==> src/rtl/tag_verify_pkg.sv <==
// Shared definitions for the RSDP tag verifier: geometry, FSM state type
// and the mod-127 ones'-complement helpers used by the datapath.
package rsdp_pkg;

    localparam int COEF_W  = 7;
    localparam int N_COEF  = 34;
    localparam int N_BYTES = 17;
    localparam int B_W     = COEF_W * N_COEF;
    localparam int CNT_W   = 5;

    localparam logic [COEF_W-1:0] MOD_ZERO_N = 7'h7F;
    localparam logic [CNT_W-1:0]  LAST_BYTE  = CNT_W'(N_BYTES - 1);

    typedef enum logic [1:0] {
        IDLE = 2'd0,
        ACC  = 2'd1,
        CMP  = 2'd2,
        DONE = 2'd3
    } state_t;

    // Rotating left inside 7 bits multiplies by 2^s modulo 127.
    function automatic logic [COEF_W-1:0] rotl7(input logic [COEF_W-1:0] x,
                                                input logic [2:0] s);
        logic [2*COEF_W-1:0] w;
        w = {x, x} << s;
        return w[2*COEF_W-1:COEF_W];
    endfunction

    function automatic logic [COEF_W-1:0] madd(input logic [COEF_W-1:0] x,
                                               input logic [COEF_W-1:0] y);
        logic [COEF_W:0] sum;
        sum = {1'b0, x} + {1'b0, y};
        if (sum[COEF_W]) begin
            return sum[COEF_W-1:0] + 7'd1;
        end else begin
            return sum[COEF_W-1:0];
        end
    endfunction

    function automatic logic is_mod_zero(input logic [COEF_W-1:0] x);
        return (x == 7'h00) || (x == MOD_ZERO_N);
    endfunction

endpackage

==> src/rtl/tag_verify_if.sv <==
// Handshake and data bundle between a prover-response source and tag_verify.
interface tag_verify_if
    import rsdp_pkg::*;
();
    logic              start;
    logic [B_W-1:0]    b;
    logic [COEF_W-1:0] e;
    logic [COEF_W-1:0] tag;
    logic [7:0]        rsp_byte;
    logic              rsp_valid;
    logic              rsp_ready;
    logic              busy;
    logic              done;
    logic              pass;
    logic              err;

    modport master (
        output start, b, e, tag, rsp_byte, rsp_valid,
        input  rsp_ready, busy, done, pass, err
    );

    modport slave (
        input  start, b, e, tag, rsp_byte, rsp_valid,
        output rsp_ready, busy, done, pass, err
    );
endinterface

==> src/rtl/tag_verify_lane.sv <==
// One response lane: rotates a challenge coefficient by the response exponent
// and negates it (ones'-complement) when the sign bit is set.
module tag_lane
    import rsdp_pkg::*;
(
    input  logic [COEF_W-1:0] i_coef,
    input  logic [2:0]        i_exp,
    input  logic              i_sign,
    output logic [COEF_W-1:0] o_term
);

    logic [2:0]        w_exp;
    logic [COEF_W-1:0] w_rot;

    // Exponent 7 is folded to 0 before rotating; inversion is negation mod 127.
    always_comb begin
        w_exp = 3'd0;
        w_rot = 7'd0;
        if (i_exp == 3'd7) begin
            w_exp = 3'd0;
        end else begin
            w_exp = i_exp;
        end
        w_rot = rotl7(i_coef, w_exp);
        if (i_sign) begin
            o_term = ~w_rot;
        end else begin
            o_term = w_rot;
        end
    end

endmodule

==> src/rtl/tag_verify.sv <==
// Verifier-side tag checker: folds 17 response bytes onto a seed in mod-127
// arithmetic and compares with the expected tag. Option: TAGVER_RANGE_EN.
module tag_verify
    import rsdp_pkg::*;
(
    input  logic        clk,
    input  logic        rst_n,
    tag_verify_if.slave bus
);

    state_t            r_state;
    state_t            w_state_nxt;
    logic [B_W-1:0]    r_b;
    logic [COEF_W-1:0] r_acc;
    logic [COEF_W-1:0] r_tag;
    logic [CNT_W-1:0]  r_cnt;
    logic              r_rsp_ready;
    logic              r_busy;
    logic              r_done;
    logic              r_pass;

    logic              w_accept;
    logic              w_last;
    logic              w_match;
    logic              w_verdict;
    logic              w_ready_nxt;
    logic              w_busy_nxt;
    logic              w_done_nxt;
    logic [COEF_W-1:0] w_lane0;
    logic [COEF_W-1:0] w_lane1;
    logic [COEF_W-1:0] w_acc_nxt;

    tag_lane u_lane0 (
        .i_coef (r_b[COEF_W-1:0]),
        .i_exp  (bus.rsp_byte[2:0]),
        .i_sign (bus.rsp_byte[3]),
        .o_term (w_lane0)
    );

    tag_lane u_lane1 (
        .i_coef (r_b[2*COEF_W-1:COEF_W]),
        .i_exp  (bus.rsp_byte[6:4]),
        .i_sign (bus.rsp_byte[7]),
        .o_term (w_lane1)
    );

    assign w_accept  = (r_state == ACC) && bus.rsp_valid && r_rsp_ready;
    assign w_last    = (r_cnt == LAST_BYTE);
    assign w_acc_nxt = madd(madd(r_acc, w_lane0), w_lane1);
    // Both encodings of zero (0x00 and 0x7F) are the same residue.
    assign w_match   = (r_acc == r_tag) || (is_mod_zero(r_acc) && is_mod_zero(r_tag));

`ifdef TAGVER_RANGE_EN
    logic r_err;
    logic w_bad_exp;

    assign w_bad_exp = (bus.rsp_byte[2:0] == 3'd7) || (bus.rsp_byte[6:4] == 3'd7);
    assign w_verdict = w_match && !r_err;

    // Sticky malformed-response flag, cleared when a new check starts.
    always_ff @(posedge clk) begin
        if (!rst_n) begin
            r_err <= 1'b0;
        end else if ((r_state == IDLE) && bus.start) begin
            r_err <= 1'b0;
        end else if (w_accept && w_bad_exp) begin
            r_err <= 1'b1;
        end else begin
            r_err <= r_err;
        end
    end

    assign bus.err = r_err;
`else
    assign w_verdict = w_match;
    assign bus.err   = 1'b0;
`endif

    // Next-state logic.
    always_comb begin
        w_state_nxt = r_state;
        case (r_state)
            IDLE: begin
                if (bus.start) begin
                    w_state_nxt = ACC;
                end else begin
                    w_state_nxt = IDLE;
                end
            end
            ACC: begin
                if (w_accept && w_last) begin
                    w_state_nxt = CMP;
                end else begin
                    w_state_nxt = ACC;
                end
            end
            CMP:     w_state_nxt = DONE;
            DONE:    w_state_nxt = IDLE;
            default: w_state_nxt = IDLE;
        endcase
    end

    // Output decode from the upcoming state so the flags are registered.
    always_comb begin
        w_ready_nxt = 1'b0;
        w_busy_nxt  = 1'b1;
        w_done_nxt  = 1'b0;
        case (w_state_nxt)
            IDLE:    w_busy_nxt  = 1'b0;
            ACC:     w_ready_nxt = 1'b1;
            CMP:     w_busy_nxt  = 1'b1;
            DONE:    w_done_nxt  = 1'b1;
            default: w_busy_nxt  = 1'b0;
        endcase
    end

    // State and registered status flags.
    always_ff @(posedge clk) begin
        if (!rst_n) begin
            r_state     <= IDLE;
            r_rsp_ready <= 1'b0;
            r_busy      <= 1'b0;
            r_done      <= 1'b0;
        end else begin
            r_state     <= w_state_nxt;
            r_rsp_ready <= w_ready_nxt;
            r_busy      <= w_busy_nxt;
            r_done      <= w_done_nxt;
        end
    end

    // Datapath: latch operands, accumulate accepted bytes, register verdict.
    always_ff @(posedge clk) begin
        if (!rst_n) begin
            r_b    <= {B_W{1'b0}};
            r_acc  <= 7'd0;
            r_tag  <= 7'd0;
            r_cnt  <= 5'd0;
            r_pass <= 1'b0;
        end else begin
            case (r_state)
                IDLE: begin
                    if (bus.start) begin
                        r_b    <= bus.b;
                        r_acc  <= bus.e;
                        r_tag  <= bus.tag;
                        r_cnt  <= 5'd0;
                        r_pass <= 1'b0;
                    end
                end
                ACC: begin
                    if (w_accept) begin
                        r_acc <= w_acc_nxt;
                        // Rotate right by one coefficient pair.
                        r_b   <= {r_b[2*COEF_W-1:0], r_b[B_W-1:2*COEF_W]};
                        r_cnt <= w_last ? 5'd0 : r_cnt + 5'd1;
                    end
                end
                CMP:     r_pass <= w_verdict;
                default: r_pass <= r_pass;
            endcase
        end
    end

    assign bus.rsp_ready = r_rsp_ready;
    assign bus.busy      = r_busy;
    assign bus.done      = r_done;
    assign bus.pass      = r_pass;

endmodule

==> src/flat_wrapper.sv <==
// flat-port wrapper written by rule: the top's interface ports become plain ports
module tag_verify_flat import rsdp_pkg::*;
  (clk, rst_n, bus_start, bus_b, bus_e, bus_tag, bus_rsp_byte, bus_rsp_valid, bus_rsp_ready, bus_busy, bus_done, bus_pass, bus_err);
  tag_verify_if bus_i ();
  input  logic clk;
  input  logic rst_n;
  input wire logic [$bits(bus_i.start)-1:0] bus_start;
  input wire logic [$bits(bus_i.b)-1:0] bus_b;
  input wire logic [$bits(bus_i.e)-1:0] bus_e;
  input wire logic [$bits(bus_i.tag)-1:0] bus_tag;
  input wire logic [$bits(bus_i.rsp_byte)-1:0] bus_rsp_byte;
  input wire logic [$bits(bus_i.rsp_valid)-1:0] bus_rsp_valid;
  output wire logic [$bits(bus_i.rsp_ready)-1:0] bus_rsp_ready;
  output wire logic [$bits(bus_i.busy)-1:0] bus_busy;
  output wire logic [$bits(bus_i.done)-1:0] bus_done;
  output wire logic [$bits(bus_i.pass)-1:0] bus_pass;
  output wire logic [$bits(bus_i.err)-1:0] bus_err;
  assign bus_i.start = bus_start;
  assign bus_i.b = bus_b;
  assign bus_i.e = bus_e;
  assign bus_i.tag = bus_tag;
  assign bus_i.rsp_byte = bus_rsp_byte;
  assign bus_i.rsp_valid = bus_rsp_valid;
  assign bus_rsp_ready = bus_i.rsp_ready;
  assign bus_busy = bus_i.busy;
  assign bus_done = bus_i.done;
  assign bus_pass = bus_i.pass;
  assign bus_err = bus_i.err;
  tag_verify u_core (.clk(clk), .rst_n(rst_n), .bus(bus_i));
endmodule
==> config.mk <==
export PLATFORM = sky130hd
export DESIGN_NAME = tag_verify_flat
export DESIGN_NICKNAME = d
export VERILOG_FILES = /design/src/rtl/tag_verify_pkg.sv /design/src/rtl/tag_verify_if.sv /design/src/rtl/tag_verify_lane.sv /design/src/rtl/tag_verify.sv /design/src/flat_wrapper.sv
export SDC_FILE = /design/constraint.sdc
export NUM_CORES = 1
export LEC_CHECK = 0
export CAP_MARGIN = 25
export CORE_UTILIZATION = 58
export CTS_BUF_LIST = sky130_fd_sc_hd__clkbuf_2
export DETAILED_ROUTE_END_ITERATION = 10
export PLACE_DENSITY = 0.89
export SYNTH_ARGS = -nofsm -noshare
export SYNTH_HDL_FRONTEND = slang
export SYNTH_SLANG_ARGS = --single-unit
export TNS_END_PERCENT = 20
==> constraint.sdc <==
create_clock -name clk -period 8.9 [get_ports clk]
set_input_delay 1.78 -clock clk [delete_from_list [all_inputs] [get_ports clk]]
set_output_delay 1.78 -clock clk [all_outputs]
set_load 0.01 [all_outputs]
; Word level (Yosys, flattened, before mapping)
; Cells that the tools add are included.
[totals]
output_inout_bits = 5
word_cells = 71
ff_bits = 263
[op_classes]
n_shift = 2
bitwise = 2
reduce_logical = 16
n_addsub = 5
eq_ne = 13
muxes = 24
[op_table]
columns = cell, count
row1 = 2-to-1 mux 238 bit, 2
row2 = one-hot mux 238 bit (2 select lines), 1
row3 = 2-to-1 mux 7 bit, 6
row4 = left shift 14 x 3 -> 14 bit, 2
row5 = adder 7 x 7 -> 8 bit, 2
row6 = 2-to-1 mux 5 bit, 3
row7 = "adder 7 x 1 -> 7 bit, second input constant", 2
row8 = "equality test 7 bit, second input constant", 2
row9 = zero test 7 bit, 2
row10 = NOT 7 bit, 2
row11 = one-hot mux 7 bit (2 select lines), 1
row12 = one-hot mux 5 bit (2 select lines), 1
row13 = one-hot mux 2 bit (4 select lines), 1
row14 = equality test 7 bit, 1
row15 = "equality test 2 bit, second input constant", 3
row16 = "equality test 3 bit, second input constant", 2
row17 = 2-to-1 mux 3 bit, 2
row18 = "adder 5 x 1 -> 5 bit, second input constant", 1
row19 = "equality test 5 bit, second input constant", 1
row20 = 2-to-1 mux 1 bit, 5
row21 = "equality test 2 x 1 -> 1 bit, second input constant", 2
row22 = logical AND 1 bit, 4
row23 = zero test 2 bit, 2
row24 = AND reduction 2 bit, 2
row25 = other kinds (7), 10

; Depth between registers and ports, before layout
[logic_depth]
depth_word = 13
ltp_mapped = 21

; By module
; Synthesis repeated with hierarchy kept, for this count alone.
[hier_totals]
cells_unflattened = 1737
area_unflattened_um2 = 13294.0
[by_module_without_submodules]
columns = module, seq_area_each_um2, area_each_um2, cells_each, n_inst
row1 = tag_verify, 5265.0, 12187.9, 1577, 1
row2 = tag_lane, 0.0, 553.0, 80, 2

; Least setup slack after synthesis
; Ideal clock, no wire load.
[synth_timing]
path_kind = input-to-reg
start = in bus_rsp_byte[0]
end = reg u_core.r_acc[5]
n_path_buf = 1
stages = 21
path_slack_ps = 3217
t_arrival_ps = 5614
setup_ps = 70
cell_sequence = a21boi_0 buf_2 mux2i_1 mux2i_1 mux2i_1 xnor2_1 ha_1 o21ai_0 o21bai_1 o21ai_0 a21oi_1 xor2_1 ha_1 inv_1 fa_1 nor2b_1 o21ai_0 a2111oi_4 nand4_1 xor2_1 a21oi_1
[synth_via]
elab_chain_cells = 13
[synth_lines]
columns = element, line_no
row1 = from (decl), flat_wrapper.sv:11  ; input wire logic [$bits(bus_i.rsp_byte)-1:0] bus_rsp_byte;
row2 = equality test 3 bit, tag_verify_lane.sv:19  ; if (i_exp == 3'd7) begin
row3 = 2-to-1 mux 3 bit (*), tag_verify_lane.sv:19
row4 = left shift 14 x 3 -> 14 bit (*), tag_verify_pkg.sv:25  ; w = {x, x} << s;
row5 = NOT 7 bit, tag_verify_lane.sv:26  ; o_term = ~w_rot;
row6 = 2-to-1 mux 7 bit (*), tag_verify_lane.sv:25  ; if (i_sign) begin
row7 = adder 7 x 7 -> 8 bit (*), tag_verify_pkg.sv:32  ; sum = {1'b0, x} + {1'b0, y};
row8 = adder 7 x 1 -> 7 bit, tag_verify_pkg.sv:34  ; return sum[COEF_W-1:0] + 7'd1;
row9 = 2-to-1 mux 7 bit (*), tag_verify_pkg.sv:33  ; if (sum[COEF_W]) begin
row10 = adder 7 x 7 -> 8 bit (*), tag_verify_pkg.sv:32
row11 = adder 7 x 1 -> 7 bit, tag_verify_pkg.sv:34
row12 = 2-to-1 mux 7 bit (*), tag_verify_pkg.sv:33
row13 = 2-to-1 mux 7 bit (*), tag_verify.sv:152  ; if (w_accept) begin
row14 = one-hot mux 7 bit (2 select lines) (*), tag_verify.sv:141  ; case (r_state)
row15 = to (signal assigned), tag_verify.sv:145  ; r_acc <= bus.e;
row16 = to (signal assigned), tag_verify.sv:153  ; r_acc <= w_acc_nxt;
row17 = to (decl), tag_verify.sv:14  ; logic [COEF_W-1:0] r_acc;
; Every way passes the cells marked *; elsewhere a longest branch is shown, timed or not. The select of a mux whose other input is x is not followed.
; A chain may end at the register's enable or synchronous reset.

; Worst setup path in the final report
[layout_timing]
start = in bus_rsp_byte[0]
end = reg u_core.r_acc[6]
; The elaborated chain is that of the path after synthesis.

==> flow_summary.ini <==
[run_status]
status = finished, final reports clean

[cts]
postCtsSetupBuffers = 0
h-tree-depth = 3
path_clk_slew_ns = 0.08
clkSinkCount = 263
cts_buffers = 68
clk_path_buf_depth = 3
hold_buffers = 0
clock-root-buffer = clkbuf_2
clk_latency_ns = 0.82
ctsResizeCount = 0
tritoncts = yes

[floorplanning]
die-area_um2 = 23600
num_rows = 55
die_x_um = 154
die_h_um = 154
start_util_pct = 59.1
boundaryPins = 269
core_area_um2 = 22600

[drt]
drc_errors = 0
antenna_left = 0
via_per_inst = 5.81
vias = 12600
drt_iter0_markers = 1222
wl_per_cell_um = 16.7
finalWirelength_um = 36300
drt_pass1_iterations = 6

[global_route]
top_usage_layer = met2
use_met2_pct = 48.3
grt_usage_pct = 30.0
grtUsageMet1_pct = 37.7
grt_max_degree = 211
antenna_found_initial = 4
grt_pass1_vias = 12000
grt_remaining_overflow = 0
grt_pass1_wl_um = 57900
use_met3_pct = 7.30

[sta]
report.final.setup_viol = 0
tightestPinTransition_ns = 1.04
hold_violations = 0
finalClockSkew_ns = 0.0514
max_freq_mhz = 159
period_minus_slack_ns = 6.28
grt_setup_unrepaired = no
tns_ns = 0
maxSlewHeadroom_pct = 31.0
fin_crit_sh_pct = 70.6
slew_violations = 0
timing.final.ws_setup_ns = 2.62

[synthesis]
syn-num-nets = 1911
ys.flop_type = dfxtp_1
yosys_warnings = 0
avgSynthCellArea_um2 = 8.20
synth_async_sr_flop_share_pct = 0
synth_seq_area_share_pct = 39.5
yosysTopAreaCell = dfxtp_1
synthCells = 1627
synth_area_leaders = dfxtp_1 (39%), o211a_1 (18%), nand2_1 (14%), nand3_1 (9.3%), mux2i_1 (3.8%)
synth_common_cells = nand2_1 (493), dfxtp_1 (263), nand3_1 (247), o211a_1 (238), buf_2 (73)
ys_types = 51
yosysMostFrequentCell = nand2_1
ys_seq_elements = 263
syn_area_um2 = 13300
yosysTopAreaCellShare_pct = 39.5
synth_edf_count = 0

[power_and_ir_drop]
p_leak_uw = 0.00876
p_total_uw = 3220
power_density_nw_per_um2 = 194
ir_drop_uv = 98.0

[setup_path]
path_class = in2reg
cp.required_ns = 9.60
worstSetupEndpointType = register
critical_path.startpoint_type = input pin
crit_path_max_fanout = 7
crit_arrival_ns = 6.98

[final_layout]
final_core_util_pct = 73.5
area_delta_synth_final_pct = 24.4
fin_nets = 2119
drive_gt1_share_pct = 7.34
layout.cells.non_filler = 2170

[hold_path]
hp-class = reg2reg

[placed_design]
hpwl_um = 24600
post-place-cells = 2046
portBuffers = 267
pre_cts_ws_ns = 1.51
gp_congestion = 0.873

[flow_run]
maxCapViolations = 0
[placed cells by master, fill, tap and decap left out, drive strengths merged, types with 4 or more instances in the layout]
cell           netlist  routed
mux2i               51      51
dfxtp              263     263
diode                0       4
nand2              493     493
nand3              247     247
clkinv               0      11
o211ai               5       5
nand4               10      10
ha                  18      18
xor2                12      12
nor2b               11      11
clkdlybuf4s50        0     266
clkbuf              62      99
o21ai                8       8
a21boi               7       7
and3                 4       4
nor2                19      19
xnor2               32      32
o211a              238     238
a21oi               11      11
buf                 86      19
inv                  8      10
[metal layers]
metal | wire length [µm] | up-vias
met5 | 0 | -
met4 | 1060 | 0
met3 | 2590 | 76
met2 | 17500 | 465
met1 | 15100 | 5934
li1 | - | 6143
[flip-flops by register name, summed over array words and instances (netlist names)]
name,cells
u_core.r_b,238
u_core.r_acc,7
u_core.r_tag,7
u_core.r_cnt,5
u_core.r_state,2
u_core.bus.busy,1
u_core.bus.done,1
u_core.bus.pass,1
u_core.bus.rsp_ready,1
[critical path, cell delays in order]
cell and delay (ns):
clkdlybuf4s50_1 0.49, a21boi_0 0.42, buf_2 0.29, mux2i_1 0.27
mux2i_1 0.14, mux2i_1 0.18, xnor2_1 0.15, ha_1 0.34
a211oi_1 0.08, o21bai_1 0.19, o21ai_0 0.10, a21oi_1 0.44
xor2_1 0.21, ha_1 0.24, inv_1 0.07, fa_1 0.40
nor2b_1 0.16, o21ai_0 0.17, a2111oi_4 0.36, nand4b_1 0.17
xor2_1 0.19, a21oi_1 0.13
[final timing paths]
check                   from  slack (ns)  cells after the start               to
max reg2reg    u_core.r_b[5]        4.41                     19  u_core.r_acc[6]
max          bus_rsp_byte[0]        2.62                     22  u_core.r_acc[6]
min reg2reg  u_core.r_b[211]        0.50                      1  u_core.r_b[211]
min          u_core.r_b[211]        0.50                      1  u_core.r_b[211]
[cell type report]
type	instances	area, µm²
timing repair buffer	286	2860
inverter	8	30.0
multi-input combinational	1208	7410
clock buffer	98	490
fill	1773	5990
antenna	4	10.0
clock inverter	18	156
tap	285	357
sequential	263	5270
[power breakdown]
part	internal, µW	total (µW)	switching, µW
sequential	1290	1370	78.6
clock	380	876	495
combinational	460	975	515
total	2130	3220	1090
[per-stage QoR]
step	area [µm²]	hold slack, ns
global route	16600	0.521
global placement	15900	0.478
detailed placement	15900	0.485
CTS	16500	0.507
finish	16600	0.504
floorplan	13300	0.471
[logic make-up (layout without fill, tap and decap cells)]
family / after synthesis / after routing / synth area share [%]
AOI/OAI and AO/OA: 290 / 290 / 20.8
xor gates and xnor gates: 44 / 44 / 2.89
adders and majority gates: 20 / 20 / 1.99
buffers and inverters: 156 / 410 / 5.10
DFF: 263 / 263 / 39.5
muxes: 52 / 52 / 3.91
other: 1 / 5 / 0.0281
and+or+nand+nor: 801 / 801 / 25.8
Note: power is estimated with default switching activity, not from simulation.
